<file path="src/rtl/hazard_stall_ctrl.sv">
// hazard_stall_ctrl: pipeline stall/flush controller for a 5-stage MIPS-style core.
// It generates the EN, CLR and bubble controls for the IF/ID, ID/EX and EX/MEM
// pipeline registers. It handles four cases:
//   - load-use hazards;
//   - a branch or jump resolved taken in EX;
//   - multi-cycle mul/div freezes of MDU_LAT cycles;
//   - SYSCALL, which halts the pipe until a go pulse arrives.
// All outputs are combinational from the FSM state, the done flag and the inputs.
// Optional build macro HAZARD_PERF_EN adds a saturating stall-cycle counter on
// stall_cycles. When the macro is undefined, stall_cycles is tied to zero.
module hazard_stall_ctrl #(
    parameter int MDU_LAT = 4,
    parameter int CNT_W   = 3
) (
    input  logic        clk,
    input  logic        CLR,
    input  logic [4:0]  ID_rs,
    input  logic [4:0]  ID_rt,
    input  logic        ID_uses_rs,
    input  logic        ID_uses_rt,
    input  logic        EX_MemtoReg,
    input  logic [4:0]  EX_WbRegNum,
    input  logic        EX_branch_taken,
    input  logic        EX_mdu_start,
    input  logic        EX_SYSCALL,
    input  logic        go,
    output logic        PC_EN,
    output logic        IFID_EN,
    output logic        IFID_CLR,
    output logic        IDEX_EN,
    output logic        IDEX_CLR,
    output logic        IDEX_bb,
    output logic        EXMEM_bb,
    output logic        mdu_busy,
    output logic        mdu_done,
    output logic        halted,
    output logic [31:0] stall_cycles
);

    typedef enum logic [1:0] {
        ST_RUN  = 2'd0,
        ST_MDU  = 2'd1,
        ST_HALT = 2'd2
    } state_t;

    // The start cycle is the first frozen cycle, so the MDU state counts down
    // from MDU_LAT-2 to 0, which gives MDU_LAT frozen cycles in total.
    localparam int              CNT_INIT = (MDU_LAT >= 2) ? (MDU_LAT - 2) : 0;
    localparam logic [CNT_W-1:0] CNT_LOAD = CNT_W'(CNT_INIT);

    state_t           r_state;
    logic [CNT_W-1:0] r_cnt;
    logic             r_done;

    logic w_run;
    logic w_mdu_start;
    logic w_freeze;
    logic w_branch;
    logic w_lu_match;
    logic w_load_use;

    // Hazard classification in priority order: MDU start, then branch flush,
    // then load-use. Everything is gated by CLR so that reset forces the
    // default outputs.
    always_comb begin
        w_run       = !CLR && (r_state == ST_RUN);
        // On the done cycle the finishing MDU instruction is still in EX.
        // Ignoring its start bit here lets it advance instead of restarting.
        w_mdu_start = w_run && EX_mdu_start && !r_done;
        w_freeze    = !CLR && ((r_state == ST_MDU) || (r_state == ST_HALT) || w_mdu_start);
        w_branch    = w_run && !w_mdu_start && EX_branch_taken;
        w_lu_match  = EX_MemtoReg && (EX_WbRegNum != 5'd0) &&
                      ((ID_uses_rs && (ID_rs == EX_WbRegNum)) ||
                       (ID_uses_rt && (ID_rt == EX_WbRegNum)));
        w_load_use  = w_run && !w_mdu_start && !w_branch && w_lu_match;
    end

    // Pipeline-register controls derived from the classification above.
    always_comb begin
        PC_EN    = !(w_freeze || w_load_use);
        IFID_EN  = !(w_freeze || w_load_use);
        IFID_CLR = w_branch;
        IDEX_EN  = !w_freeze;
        IDEX_CLR = w_branch;
        IDEX_bb  = w_load_use;
        EXMEM_bb = w_freeze;
        mdu_busy = !CLR && ((r_state == ST_MDU) || w_mdu_start);
        mdu_done = w_run && r_done;
        halted   = !CLR && (r_state == ST_HALT);
    end

    // Control FSM: RUN / MDU countdown / HALT, plus the one-cycle done flag.
    always_ff @(posedge clk) begin
        if (CLR) begin
            r_state <= ST_RUN;
            r_cnt   <= '0;
            r_done  <= 1'b0;
        end else begin
            case (r_state)
                ST_RUN: begin
                    r_done <= 1'b0;
                    if (w_mdu_start) begin
                        if (MDU_LAT == 1) begin
                            r_done <= 1'b1;
                        end else begin
                            r_state <= ST_MDU;
                            r_cnt   <= CNT_LOAD;
                        end
                    end else if (EX_SYSCALL) begin
                        r_state <= ST_HALT;
                    end
                end
                ST_MDU: begin
                    if (r_cnt == '0) begin
                        r_state <= ST_RUN;
                        r_done  <= 1'b1;
                    end else begin
                        r_cnt <= r_cnt - 1'b1;
                    end
                end
                ST_HALT: begin
                    if (go) begin
                        r_state <= ST_RUN;
                    end
                end
                default: begin
                    r_state <= ST_RUN;
                    r_cnt   <= '0;
                    r_done  <= 1'b0;
                end
            endcase
        end
    end

`ifdef HAZARD_PERF_EN
    logic [31:0] r_stall_cnt;

    // Count cycles lost to stalls (PC held) outside HALT, saturating at all-ones.
    always_ff @(posedge clk) begin
        if (CLR) begin
            r_stall_cnt <= '0;
        end else if ((r_state != ST_HALT) && !PC_EN && (r_stall_cnt != 32'hFFFF_FFFF)) begin
            r_stall_cnt <= r_stall_cnt + 32'd1;
        end
    end

    assign stall_cycles = r_stall_cnt;
`else
    assign stall_cycles = 32'd0;
`endif

endmodule

</file>
<file path="config.mk">
export PLATFORM = sky130hd
export DESIGN_NAME = hazard_stall_ctrl
export DESIGN_NICKNAME = d
export VERILOG_FILES = /design/src/rtl/hazard_stall_ctrl.sv
export SDC_FILE = /design/constraint.sdc
export NUM_CORES = 1
export LEC_CHECK = 0
export CORE_MARGIN = 4
export CORE_UTILIZATION = 36
export DETAILED_ROUTE_END_ITERATION = 10
export PLACE_DENSITY = 0.86
export SLEW_MARGIN = 20
export SYNTH_ARGS = -nofsm -noshare
export SYNTH_HDL_FRONTEND = slang
export SYNTH_SLANG_ARGS = --single-unit
</file>
<file path="constraint.sdc">
create_clock -name clk -period 4.3 [get_ports clk]
set_clock_uncertainty 0.15 [all_clocks]
set_input_delay 0.86 -clock clk [delete_from_list [all_inputs] [get_ports clk]]
set_output_delay 0.86 -clock clk [all_outputs]
set_load 0.1 [all_outputs]
</file>
== Word-level counts from Yosys, hierarchy flattened ==
Cells that the tools add are included.

* Output and inout port bits: 42
* Input bits: 24
* Word-level logic and storage cells: 56
* Register bits: 6

* Mux-type cells: 10
* Equal/unequal tests: 9
* Add/subtract/negate cells: 1
* Reduce and logical (&&, ||, !) cells: 32
* Bitwise gates (word level): 1

{| class="wikitable"
|+ Operator list
! cell !! count
|-
| logical AND 1 bit || 15
|-
| equality test 5 bit || 2
|-
| one-hot mux 3 bit (3 select lines) || 1
|-
| two-way mux 2 bit || 4
|-
| zero test 1 bit || 6
|-
| two-way mux 3 bit || 2
|-
| != test 2 bit (second input constant) || 3
|-
| one-hot mux 2 bit (3 select lines) || 1
|-
| AND reduction 3 bit || 2
|-
| logical OR 1 bit || 5
|-
| nonzero test 5 bit || 1
|-
| zero test 3 bit || 1
|-
| != test 3 bit (second input constant) || 1
|-
| subtractor 3 x 1 -> 3 bit (second input constant) || 1
|-
| equality test 2 x 1 -> 1 bit (second input constant) || 1
|-
| equality test 2 bit (second input constant) || 1
|-
| zero test 2 bit || 1
|-
| != test 2 x 1 -> 1 bit (second input constant) || 1
|-
| one-hot mux 1 bit (2 select lines) || 1
|-
| AND reduction 2 bit || 1
|-
| two-way mux 1 bit || 1
|-
| inverter 1 bit || 1
|}

== Depth between registers and ports, before layout ==
Gate-level depths: netlist of the first run.

* Depth after elaboration: 12
* Mapped depth: 7
* Depth with buffers taken out: 7

== Worst setup path after synthesis of the first run ==
Ideal clock, no wire load.

* Path type: input to output
* Start: input EX_mdu_start
* End: output PC_EN
* Required time: 3.290 ns
* Buffers on the path: 1
* Setup slack: -0.687 ns
* Data arrival time: 3.977 ns
* Stages: 5
* Cells stage by stage: and2b_2 > a21oi_1 > nor2_1 > a31oi_1 > buf_4

* Elaborated cells between the ends (all ways): 12
* Classes of those cells: reduce/logical: 12

{| class="wikitable"
|+ RTL lines
! item !! line !! RTL
|-
| start, declared || 24 || <nowiki>input logic EX_mdu_start,</nowiki>
|-
| logical AND 1 bit (2 in a row) || 69 || <nowiki>w_mdu_start = w_run && EX_mdu_start && !r_done;</nowiki>
|-
| logical OR 1 bit || 70 || <nowiki>w_freeze = !CLR && ((r_state == ST_MDU) || (r_state == ST_HALT) || w_mdu_start);</nowiki>
|-
| logical AND 1 bit || 70 ||
|-
| via EXMEM_bb || 33 || <nowiki>output logic EXMEM_bb,</nowiki>
|-
| logical OR 1 bit || - ||
|-
| zero test 1 bit || - ||
|-
| end, declared || 27 || <nowiki>output logic PC_EN,</nowiki>
|}

The timed path passes the listed nets, and every way through them passes these cells.

== Worst setup path after layout of the first run ==
* Start: input CLR
* End: output IFID_EN

* Longest elaborated chain between the ends: 12
* Elaborated cells between the ends (all ways): 14
* Classes of those cells: reduce/logical: 14

{| class="wikitable"
|+ RTL lines
! item !! line !! RTL
|-
| start, declared || 16 || <nowiki>input logic CLR,</nowiki>
|-
| zero test 1 bit * || 66, 70 ||
|-
| logical AND 1 bit || 66 || <nowiki>w_run = !CLR && (r_state == ST_RUN);</nowiki>
|-
| logical AND 1 bit (2 in a row) || 69 ||
|-
| zero test 1 bit || 71, 75 ||
|-
| logical AND 1 bit || 71, 75 ||
|-
| logical AND 1 bit || 71 || <nowiki>w_branch = w_run && !w_mdu_start && EX_branch_taken;</nowiki>
|-
| zero test 1 bit || 75 || <nowiki>w_load_use = w_run && !w_mdu_start && !w_branch && w_lu_match;</nowiki>
|-
| logical AND 1 bit (2 in a row) || 75 ||
|-
| logical OR 1 bit * || 81 || <nowiki>IFID_EN = !(w_freeze || w_load_use);</nowiki>
|-
| zero test 1 bit * || 81 ||
|-
| end, declared || 28 || <nowiki>output logic IFID_EN,</nowiki>
|}

Every way passes the cells marked *; elsewhere a longest branch is shown, timed or not.

==> flow_summary.json, run 1 <==
{
  "status": "completed",
  "timing.final.setup_violations": 0,
  "root_buffer": "clkbuf_4",
  "cp_max_fo": 12,
  "post_route_cells_drive_above_1_share": 0.137,
  "grt_setup_unrepaired": "no",
  "timing.max_cap.violations": 0,
  "worstSetupEndpointType": "output pin",
  "initial_cell_density_of_the_core": 0.383,
  "synth_cells": 115,
  "post_cts_hold_buffer_count": 0,
  "setup_total_negative_slack_ns": 0,
  "height_of_the_chip_um": 56.8,
  "vias_per_cell": 4.34,
  "routed-via-count": 755,
  "cp-start-kind": "input pin",
  "critPathArrivalTime_ns": 2.48,
  "p_leak_nw": 0.474,
  "drt.antenna.violating_nets": 0,
  "grt_antenna_before_repair": 0,
  "first_global_vias": 661,
  "required_time_at_the_endpoint_of_the_critical_path_ns": 3.29,
  "dp.final_hpwl_um": 1810,
  "layout_min_cycle_time_ns": 3.49,
  "syn2layout_area_growth_pct": 26.5,
  "fillers": 217,
  "min-delay-path-class": "reg -> reg",
  "hold_path_depth": 2,
  "fp.dieW_um": 56.8,
  "gr-total-overflow": 0,
  "antenna-diode-count": 0,
  "total_of_warnings_raised_by_yosys": 0,
  "grt_max_degree": 13,
  "finalHoldViolCount": 0,
  "drc": 0,
  "core-area_sq_um": 2230,
  "rr_endpoint": "r_state[0]",
  "post_cts_resize_count": 0,
  "num-nets-final": 177,
  "synth.avg_cell_area_sq_um": 7.44,
  "grt_pass1_wl_um": 3140,
  "maxClockFrequency_ghz": 0.287,
  "routabilityCongestion": 0.814,
  "total_power_consumption_of_the_routed_design_uw": 462,
  "seq_area_frac_synth": 0.140,
  "clkSinkCount": 6,
  "drtIter0Drc": 18,
  "drt-total-wl_um": 2090,
  "max-vdd-ir-drop_v": 0.000217,
  "power_per_cell_area_nw_per_um2": 427,
  "cts.path.max_buffers": 2,
  "reg2reg_setup_slack_ns": 2.59,
  "worst_reg2reg_path_startpoint": "r_cnt[0]",
  "rows": 17,
  "ff2ff_path_depth": 7,
  "postCtsSetupRepairBufs": 0,
  "grtUsageTotal": 0.123,
  "insertion_delay_ns": 0.26,
  "io_pins": 66,
  "clock_tree.htree_level_count": 1,
  "first_pass_iters": 4,
  "post_drt_wl_per_cell_um": 12.0,
  "syn_area_sq_um": 856,
  "die-area_sq_um": 3220,
  "clock_tree_from_tritoncts": "built",
  "placement.io_buffers": 33,
  "worstHoldEndpoint": "r_cnt[1]",
  "synth_seq_cells": 6,
  "cts.clk_slew.worst_paths_ns": 0.05,
  "timing.hold.worst.start": "r_cnt[1]",
  "synth.distinct_cells": 30,
  "cts-buffers-inserted": 3,
  "timing.final.crit_share": 0.811,
  "finish.utilization": 0.485,
  "timing_max_transition_violations_final": 0,
  "crit_type": "in -> out"
}
[worst max path at each step]
stage | cells past startpoint | endpoint | slack [ns] | from
finish | 5 | IFID_EN | 0.81 | CLR
global placement | 5 | IFID_EN | 0.88 | CLR
CTS | 5 | IFID_EN | 0.83 | CLR
detailed placement | 5 | IDEX_bb | 0.83 | CLR
floorplan | 5 | PC_EN | 0.31 | EX_mdu_start
global route | 5 | IDEX_bb | 0.72 | CLR
[cell usage in the layout (no fill, tap or decap), drive strengths merged, types with 4 or more instances in the layout]
| cell | count |
|---|---|
| nor3 | 4 |
| conb | 32 |
| a21oi | 9 |
| ha | 5 |
| inv | 8 |
| buf | 10 |
| xnor2 | 10 |
| nand2 | 5 |
| dfxtp | 6 |
| clkdlybuf4s50 | 23 |
| nor2 | 7 |
[area by class of cell]
cell class / instances / area, sq um / area share
inverters: 8 / 30.0 / 0.0277
well taps: 28 / 35.0 / 0.0324
clock buffers: 3 / 22.5 / 0.0208
flip-flops and latches: 6 / 120 / 0.111
multi-input cells: 96 / 557 / 0.514
repair buffers: 33 / 318 / 0.294
[cells by family (layout without fill, tap and decap cells)]
logic type | after synthesis | in the layout | share of synthesized area
buffers and inverters | 44 | 44 | 0.355
AND/OR/NAND/NOR | 32 | 32 | 0.206
AO/OA/AOI/OAI | 17 | 17 | 0.118
XOR/XNOR | 10 | 10 | 0.102
flip-flops | 6 | 6 | 0.140
adder cells (fa/ha/maj) | 5 | 5 | 0.0731
other | 1 | 32 | 0.00438
[Yosys cell counts, drive strengths merged]
| cell | count | area share |
|---|---|---|
| or3b | 1 | 0.010 |
| nor2 | 7 | 0.031 |
| buf | 35 | 0.31 |
| and2b | 1 | 0.010 |
| o22ai | 1 | 0.0073 |
| o21ai | 2 | 0.012 |
| ha | 5 | 0.073 |
| and3b | 2 | 0.022 |
| and2 | 1 | 0.0073 |
| dfxtp | 6 | 0.14 |
| nand2b | 2 | 0.015 |
| nand4 | 2 | 0.015 |
| inv | 8 | 0.035 |
| clkdlybuf4s15 | 1 | 0.013 |
| nand2 | 5 | 0.022 |
| o21a | 1 | 0.0088 |
| a21oi | 9 | 0.057 |
| a21o | 1 | 0.010 |
| and3 | 1 | 0.0073 |
| a211oi | 1 | 0.0088 |
| xnor2 | 10 | 0.10 |
| or2b | 1 | 0.010 |
| nand3 | 3 | 0.018 |
| a31oi | 2 | 0.015 |
| nor3b | 1 | 0.0088 |
| nor3 | 4 | 0.023 |
| nor2b | 1 | 0.0073 |
| conb | 1 | 0.0044 |
[per-layer routing]
metal,global-route usage,part of all wire,vias to the layer above
met5,0,0,-
met4,0.0497,0.013,0
met3,0.0207,0.067,3
met2,0.223,0.54,36
met1,0.142,0.38,343
li1,-,-,373
[registers in the layout (all words and copies together) (netlist names)]
name,count
r_cnt,3
r_state,2
r_done,1
[critical path: stages]
cell and delay (ns):
clkdlybuf4s50_1 0.72, nor3b_1 0.13, and3b_1 0.22, a31oi_2 0.21, buf_4 0.32
[report_power, final]
group          internal [mW]  switching [mW]
registers             0.0629         0.00468
clock network         0.0318          0.0244
logic                 0.0708           0.267
total                  0.166           0.296
[metrics by stage]
stage | std cells | setup WS [ns] | cell area [sq um] | hold slack, ns
after global routing | 174 | 0.725 | 1080 | 0.386
after CTS | 174 | 0.832 | 1080 | 0.364
final | 174 | 0.814 | 1080 | 0.370
after floorplan | 146 | 0.311 | 981 | 0.316
after global placement | 171 | 0.883 | 1060 | 0.336
after detailed placement | 171 | 0.832 | 1060 | 0.357
No activity file was read; power rests on OpenSTA's default activity.
==> inputs of run 2 (changes only) <==
CORE_UTILIZATION = 33   (was 36)
PLACE_DENSITY = 0.79   (was 0.86)
clock period = 3.5 ns   (was 4.3 ns; I/O delays follow)
==> run 2 against run 1 <==
  * Via count rose by 1.5%
  * Largest cell class unchanged
  * Register-to-register slack worse by 0.77 ns
  * Combinational power grew 36%
==> flow_summary.json, run 2 (synthesis gave the netlist of run 1 again) <==
{
  "grt_setup_unrepaired": "no",
  "first_pass_iters": 4,
  "crit_family": "buffers and inverters",
  "timing.final.crit_share": 0.893,
  "hold_path_depth": 2,
  "critPathSlowestCell": "clkdlybuf4s50_1",
  "clkSinkCount": 6,
  "drc": 0,
  "required_time_at_the_endpoint_of_the_critical_path_ns": 2.65,
  "grtUsageTotal": 0.122,
  "syn2layout_area_growth_pct": 41.8,
  "worstSetupEndpointType": "output pin",
  "critical_path_depth": 6,
  "grt_antenna_before_repair": 0,
  "ff2ff_path_depth": 7,
  "dp.final_hpwl_um": 1910,
  "fillers": 242,
  "cp_max_fo": 3,
  "setup_total_negative_slack_ns": 0,
  "largest_register_ffs": 3,
  "power_per_cell_area_nw_per_um2": 504,
  "postCtsSetupRepairBufs": 0,
  "cts.clk_slew.worst_paths_ns": 0.05,
  "initial_cell_density_of_the_core": 0.345,
  "final-instance-count-excl-fill": 177,
  "grt_max_degree": 12,
  "finalHoldViolCount": 0,
  "clock_tree_from_tritoncts": "built",
  "rows": 18,
  "height_of_the_chip_um": 58.9,
  "cts.path.max_buffers": 2,
  "gr-total-overflow": 0,
  "placement.io_buffers": 33,
  "ordered_cell_list_for_the_critical_path": "clkdlybuf4s50_1, xnor2_1, nand4_1, o22ai_1, and3_1, buf_12",
  "max-vdd-ir-drop_v": 0.000265,
  "cts-buffers-inserted": 3,
  "crit_type": "in -> out",
  "drt-total-wl_um": 2190,
  "mostFrequentLayoutCell": "conb_1",
  "post_route_cells_drive_above_1_share": 0.143,
  "vias_per_cell": 4.33,
  "num-nets-final": 178,
  "largest_register": "r_cnt",
  "io_pins": 66,
  "core-area_sq_um": 2480,
  "fp.dieW_um": 58.9,
  "pwr-share-comb": 0.753,
  "post_cts_resize_count": 0,
  "timing.final.setup_violations": 0,
  "clock_power_share": 0.111,
  "post_cts_hold_buffer_count": 0,
  "insertion_delay_ns": 0.25,
  "layout_common_cells": "conb_1, clkdlybuf4s50_1, xnor2_1, buf_12",
  "status": "completed",
  "post_drt_wl_per_cell_um": 12.4,
  "timing.max_cap.violations": 0,
  "cp-start-kind": "input pin",
  "grt_pass1_wl_um": 3240,
  "layout_min_cycle_time_ns": 3.13,
  "antenna-diode-count": 0,
  "critPathArrivalTime_ns": 2.28,
  "share_seq_of_total_power": 0.136,
  "root_buffer": "clkbuf_4",
  "timing_max_transition_violations_final": 0,
  "biggest_registers_after_layout": "r_cnt (3), r_state (2), r_done (1)",
  "net_load_switching_power_uw": 372,
  "power_switching_share": 0.608,
  "critical_path.n_buffers_inverters": 2,
  "place_inst": 174,
  "clock_tree.htree_level_count": 1,
  "timing.critical_path.slowest_cell_delay_ns": 0.56,
  "min-delay-path-class": "reg -> reg",
  "maxClockFrequency_ghz": 0.320,
  "routed-via-count": 766,
  "p_leak_nw": 0.515,
  "first_global_vias": 741,
  "drt.antenna.violating_nets": 0,
  "routabilityCongestion": 0.705,
  "power.internal_uw": 240,
  "die-area_sq_um": 3470,
  "drtIter0Drc": 10
}
## run 2: cell count changes in the layout (fill, tap and decap cells not counted)
| cell | delta |
|---|---|
| a31oi_2 | -1 |
| a31oi_4 | +1 |
| buf_12 | +9 |
| buf_4 | -8 |
## run 2: through the flow
step	cell area [sq um]	hold WS, ns	utilization	total power [mW]	setup WS [ns]
finish	1210	0.362	0.490	0.612	0.373
global route	1210	0.405	0.490	0.634	0.293
CTS	1210	0.362	0.490	0.610	0.368
detailed placement	1190	0.356	0.481	0.544	0.368
global placement	1190	0.331	0.481	0.536	0.412
floorplan	990	0.316	-	0.462	0.0869
## run 2: tightest hold or removal path, delay by kind of cell (launching register included)
kind,cells,cell delay (ns)
DFF,1,0.32
AOI/OAI and AO/OA,2,0.14
## run 2: power groups by stage
stage / Sequential (mW) / Clock, mW / Combinational, mW
finish: 0.0833 / 0.0678 / 0.461
global route: 0.0841 / 0.0694 / 0.481
CTS: 0.0831 / 0.0667 / 0.461
detailed placement: 0.0844 / 0 / 0.459
global placement: 0.0833 / 0 / 0.452
floorplan: 0.0826 / 0 / 0.380
## run 2: final timing paths
check | endpoint | slack (ns) | startpoint
hold / removal | r_state[0] | 0.36 | r_state[0]
setup / recovery | IDEX_bb | 0.37 | EX_WbRegNum[2]
hold reg to reg | r_state[0] | 0.36 | r_state[0]
setup reg to reg | r_state[1] | 1.82 | r_cnt[0]
## run 2: metal layers
metal / vias to the layer above / track usage / routed length [um]
met4: 0 / 0.0841 / 64
met5: - / 0 / 0
met1: 344 / 0.124 / 719
met2: 38 / 0.227 / 1260
li1: 376 / - / -
met3: 8 / 0.0154 / 148
## run 2: final cells by class
cell class	instances	area [sq um]	share of cell area
Inverter	8	30.0	0.0247
Multi-Input combinational cell	96	566	0.466
Tap cell	30	37.5	0.0309
Clock buffer	3	22.5	0.0186
Timing Repair Buffer	34	438	0.361
Sequential cell	6	120	0.0990
